$ cat src/rtl/adder8_stream_pkg.sv
// rtl/adder8_stream_pkg.sv - shared types for the adder8 streaming stage
package adder8_stream_pkg;

    // Occupancy of the two-entry result buffer
    typedef enum logic [1:0] {
        EMPTY = 2'd0,
        ONE   = 2'd1,
        FULL  = 2'd2
    } state_e;

    // One buffered result: carry-out plus wrapped 8-bit sum
    typedef struct packed {
        logic       carry;
        logic [7:0] sum;
    } entry_t;

    localparam entry_t ENTRY_ZERO = '{carry: 1'b0, sum: 8'h00};

    // Build a buffer entry from the operand and the adder's truncated sum;
    // the wrapped sum is smaller than an operand exactly when bit 8 was lost.
    function automatic entry_t make_entry(input logic [7:0] a, input logic [7:0] sum);
        entry_t e;
        e.sum   = sum;
        e.carry = (sum < a);
        return e;
    endfunction

endpackage

$ cat src/rtl/adder8.sv
// rtl/adder8.sv - combinational 8-bit wrapping adder
module adder8 (
    input  logic [7:0] a,
    input  logic [7:0] b,
    output logic [7:0] sum
);

    // Plain modulo-256 addition; carry is reconstructed by the caller
    always_comb begin
        sum = a + b;
    end

endmodule

$ cat src/rtl/adder8_stream.sv
// rtl/adder8_stream.sv - valid/ready adder stage with 2-entry skid buffer and pop counter
module adder8_stream
    import adder8_stream_pkg::*;
#(
    parameter int CNT_W = 16
) (
    input  logic             clk,
    input  logic             rst_n,
    input  logic             in_valid,
    output logic             in_ready,
    input  logic [7:0]       in_a,
    input  logic [7:0]       in_b,
    output logic             out_valid,
    input  logic             out_ready,
    output logic [7:0]       out_sum,
    output logic             out_carry,
    output logic [CNT_W-1:0] count
);

    state_e           state_q, state_d;
    entry_t           head_q, head_d;
    entry_t           skid_q, skid_d;
    logic [CNT_W-1:0] count_q, count_d;

    logic [7:0] add_sum;
    entry_t     new_entry;
    logic       push;
    logic       pop;

    adder8 u_adder8 (
        .a   (in_a),
        .b   (in_b),
        .sum (add_sum)
    );

    // Result entry for the operands currently offered
    always_comb begin
        new_entry = make_entry(in_a, add_sum);
    end

    // Handshake flags decode from the registered state only
    always_comb begin
        out_valid = (state_q != EMPTY);
        in_ready  = (state_q != FULL);
        out_sum   = head_q.sum;
        out_carry = head_q.carry;
        count     = count_q;
        push      = in_valid && in_ready;
        pop       = out_valid && out_ready;
    end

    // Next occupancy state
    always_comb begin
        state_d = state_q;
        case (state_q)
            EMPTY: if (push) state_d = ONE;
            ONE: begin
                if (push && !pop)      state_d = FULL;
                else if (pop && !push) state_d = EMPTY;
            end
            FULL:  if (pop) state_d = ONE;
            default: state_d = EMPTY;
        endcase
    end

    // Buffer steering: head feeds the output, skid catches a result while head stalls
    always_comb begin
        head_d = head_q;
        skid_d = skid_q;
        case (state_q)
            EMPTY: if (push) head_d = new_entry;
            ONE: begin
                if (push && pop)  head_d = new_entry;
                else if (push)    skid_d = new_entry;
            end
            FULL:  if (pop) head_d = skid_q;
            default: begin
                head_d = ENTRY_ZERO;
                skid_d = ENTRY_ZERO;
            end
        endcase
    end

    // Completed-transaction counter, wraps naturally at 2^CNT_W
    always_comb begin
        count_d = count_q;
        if (pop) count_d = count_q + CNT_W'(1);
    end

    // State, buffer and counter registers
    always_ff @(posedge clk or negedge rst_n) begin
        if (!rst_n) begin
            state_q <= EMPTY;
            head_q  <= ENTRY_ZERO;
            skid_q  <= ENTRY_ZERO;
            count_q <= '0;
        end else begin
            state_q <= state_d;
            head_q  <= head_d;
            skid_q  <= skid_d;
            count_q <= count_d;
        end
    end

endmodule

$ cat config.mk
export PLATFORM = sky130hd
export DESIGN_NAME = adder8_stream
export DESIGN_NICKNAME = d
export VERILOG_FILES = /design/src/rtl/adder8_stream_pkg.sv /design/src/rtl/adder8.sv /design/src/rtl/adder8_stream.sv
export SDC_FILE = /design/constraint.sdc
export NUM_CORES = 1
export LEC_CHECK = 0
export CAP_MARGIN = 25
export CORE_AREA = 4 4 90 92
export DETAILED_ROUTE_END_ITERATION = 10
export DIE_AREA = 0 0 94 96
export SYNTH_ARGS = -nofsm -noshare
export SYNTH_HDL_FRONTEND = slang
export SYNTH_SLANG_ARGS = --single-unit
$ cat constraint.sdc
create_clock -name clk -period 4.2 [get_ports clk]
set_clock_uncertainty 0.15 [all_clocks]
set_input_delay 0.84 -clock clk [delete_from_list [all_inputs] [get_ports clk]]
set_output_delay 0.84 -clock clk [all_outputs]
set_load 0.05 [all_outputs]
==> results.cfg <==
[global_routing]
antenna_found_initial = 0
grt_util_met3_pct = 2.97
grt_overflow_total = 0
busiest_layer = met2
track_usage_pct = 11.0
met2_usage_pct = 18.2
grt_max_degree = 37
grt_pass1_vias = 1734
grtUsageMet1_pct = 14.6
grt_pass1_wl_um = 8080

[final_layout]
multi_input_comb_area_um2 = 1160
seq_area_um2 = 901
n_antenna_cell = 0
area_growth_pct = 32.3
nets = 303
fill_cells = 734
layout_commonest_cell = clkdlybuf4s50_1
most-common-layout-cells = clkdlybuf4s50_1 (46), dfrtp_1 (36), nand2_1 (22), ha_1 (16), xnor2_1 (14)
finalNonFillerCells = 366
drive_above_1_share_pct = 8.24

[synth]
synth_seq_cells = 36
synth_fp_nets = 254
synth_top_area_share_pct = 41.9
netlist_area_um2 = 2150
synth.distinct_cells = 51
synth_warnings = 0
ys_seq_area_share_pct = 41.9
syn_inst = 217
avgSynthCellArea_um2 = 9.92
yosysTopAreaCell = dfrtp_1
yosys-top-cells-area = dfrtp_1 (42%), ha_1 (9.3%), xnor2_1 (5.7%)

[drt]
num_vias = 1727
drt_iter0_markers = 82
first_pass_iters = 4
wl_per_cell_um = 12.6
vias_per_cell = 4.72
finalWirelength_um = 4610
drc = 0
ant_nets = 0

[timing]
final.setup.tns_ns = 0
post-route-period-util_pct = 90.6
fmax_ghz = 0.263
fin_crit_ns = 3.81
rsz0062_at_grt = false
slew_violations = 0
hold_viol_final = 0
holdWs_ns = 0.329
worstMarginPinSlew_ns = 0.693
setup_violations = 0
maxSlewHeadroom_pct = 53.8

[cts]
cts.repair.resized = 0
root_buffer = clkbuf_8
clkSinkCount = 36
htree_levels = 2
clkLatencyLatePin_ns = 0.28
cts_buffers = 5
cts_hold_buf = 0
cts_tree = done
cts.clk_slew.worst_paths_ns = 0.07
clock_path_buffers = 2
cts_setup_buffers = 0

[hold_path]
hold_start = count[15]
hold_path_depth = 1
min_path_type = reg2reg

[floorplan]
rows = 31
start_util_pct = 29.8
coreArea_um2 = 7210
dieHeight_um = 96
die-area_um2 = 9020
die_w_um = 94
io_pins = 47

[run]
cap_viol_max_count = 0

[place]
io_buffers = 46
placedCellCount = 358
dpl.hpwl_um = 3560
gp_congestion = 0.779

[setup_path]
arrival_ns = 3.86
crit_type = in2reg
crit_chain = clkdlybuf4s50_1, ha_1, fa_1, a211oi_1, o21bai_1, a21oi_1, xor2_1, inv_1, ha_1, a2111oi_0, a21oi_1, a31oi_1
critPathMaxFanout = 4
end_kind = register
startpoint_type = input pin
worstPathRequired_ns = 4.25
reg2reg_from = state_q[1]
cp-startpoint = in_a[0]
slowest_delay_ns = 0.45
rr_worst_depth = 8
slowest_stage = fa_1

[power]
vdd_drop_max_v = 0.000287
power.leakage_uw = 0.00123
p_per_area_nw_per_um2 = 632

[status]
status = finished clean
==> registers in the layout (all words and copies together), names as in the netlist <==
register and flops:
skid_q 9, out_carry 1, state_q 2, count 16, out_sum 8
==> logic make-up after synthesis <==
kind of cell	synth area share (%)
xor+xnor	8.95
mux	1.40
compound gates	17.3
buf+inv	4.13
simple gates	16.2
flops	41.9
fa+ha+maj	10.2
==> final timing paths <==
check                        endpoint  slack (ns)
max                         out_carry        0.39
min                         count[15]        0.33
min reg2reg                 count[15]        0.33
min in group asynchronous    count[3]        0.83
max in group asynchronous    count[1]        2.73
max reg2reg                out_sum[7]        1.45
==> area by class of cell <==
cell class                      instances  area share (%)
Multi-Input combinational cell        160            40.8
Sequential cell                        36            31.6
Timing Repair Buffer                   47            16.4
Tap cell                               99            4.35
Clock buffer                            7            3.38
Inverter                               16            2.29
Clock inverter                          1            1.05
==> through the flow <==
step	cell area, um2	worst slack [ns]	util, %	total power (uW)
after global routing	2850	0.101	39.5	1930
after detailed placement	2720	0.100	37.7	1490
after global placement	2720	0.198	37.7	1470
final	2850	0.394	39.5	1800
after floorplan	2150	0.812	-	1220
after CTS	2850	0.384	39.5	1820
==> where the power goes <==
group          internal [uW]  total, uW  switching [uW]  leakage (uW)
clock network            209        331             121     0.0000645
registers                467        592             125      0.000455
logic                    337        877             540      0.000712
==> critical path: cells and delay by family <==
| family | cells | cell delay [ns] |
|---|---|---|
| fa+ha+maj | 3 | 1.00 |
| buf+inv | 2 | 0.48 |
| xor+xnor | 1 | 0.26 |
| compound gates | 6 | 1.28 |
==> cells in the mapped netlist, drive strengths merged <==
cell	number
dfrtp	36
nand2	23
ha	16
inv	15
o21ai	15
xnor2	14
a21oi	10
nand3	9
nor2	8
xor2	8
a22oi	7
nor2b	5
o21bai	4
and3	3
clkbuf	3
mux2i	3
nand2b	3
o22ai	3
a211oi	2
a21o	2
and2	2
buf	2
nand4	2
nor4	2
o211ai	2
o221ai	2
o31ai	2
or2	2
a2111oi	1
a211o	1
a21boi	1
a2bb2oi	1
a31oi	1
a32o	1
and2b	1
clkinv	1
fa	1
nand3b	1
nor3	1
o32ai	1
==> routing by layer <==
layer | part of all wire (%) | routed length (um) | up-vias
met5 | 0 | 0 | -
met4 | 0.74 | 34 | 0
met3 | 7.5 | 344 | 5
met2 | 44 | 2030 | 49
met1 | 48 | 2190 | 808
li1 | - | - | 865
No activity file was read; power rests on OpenSTA's default activity.
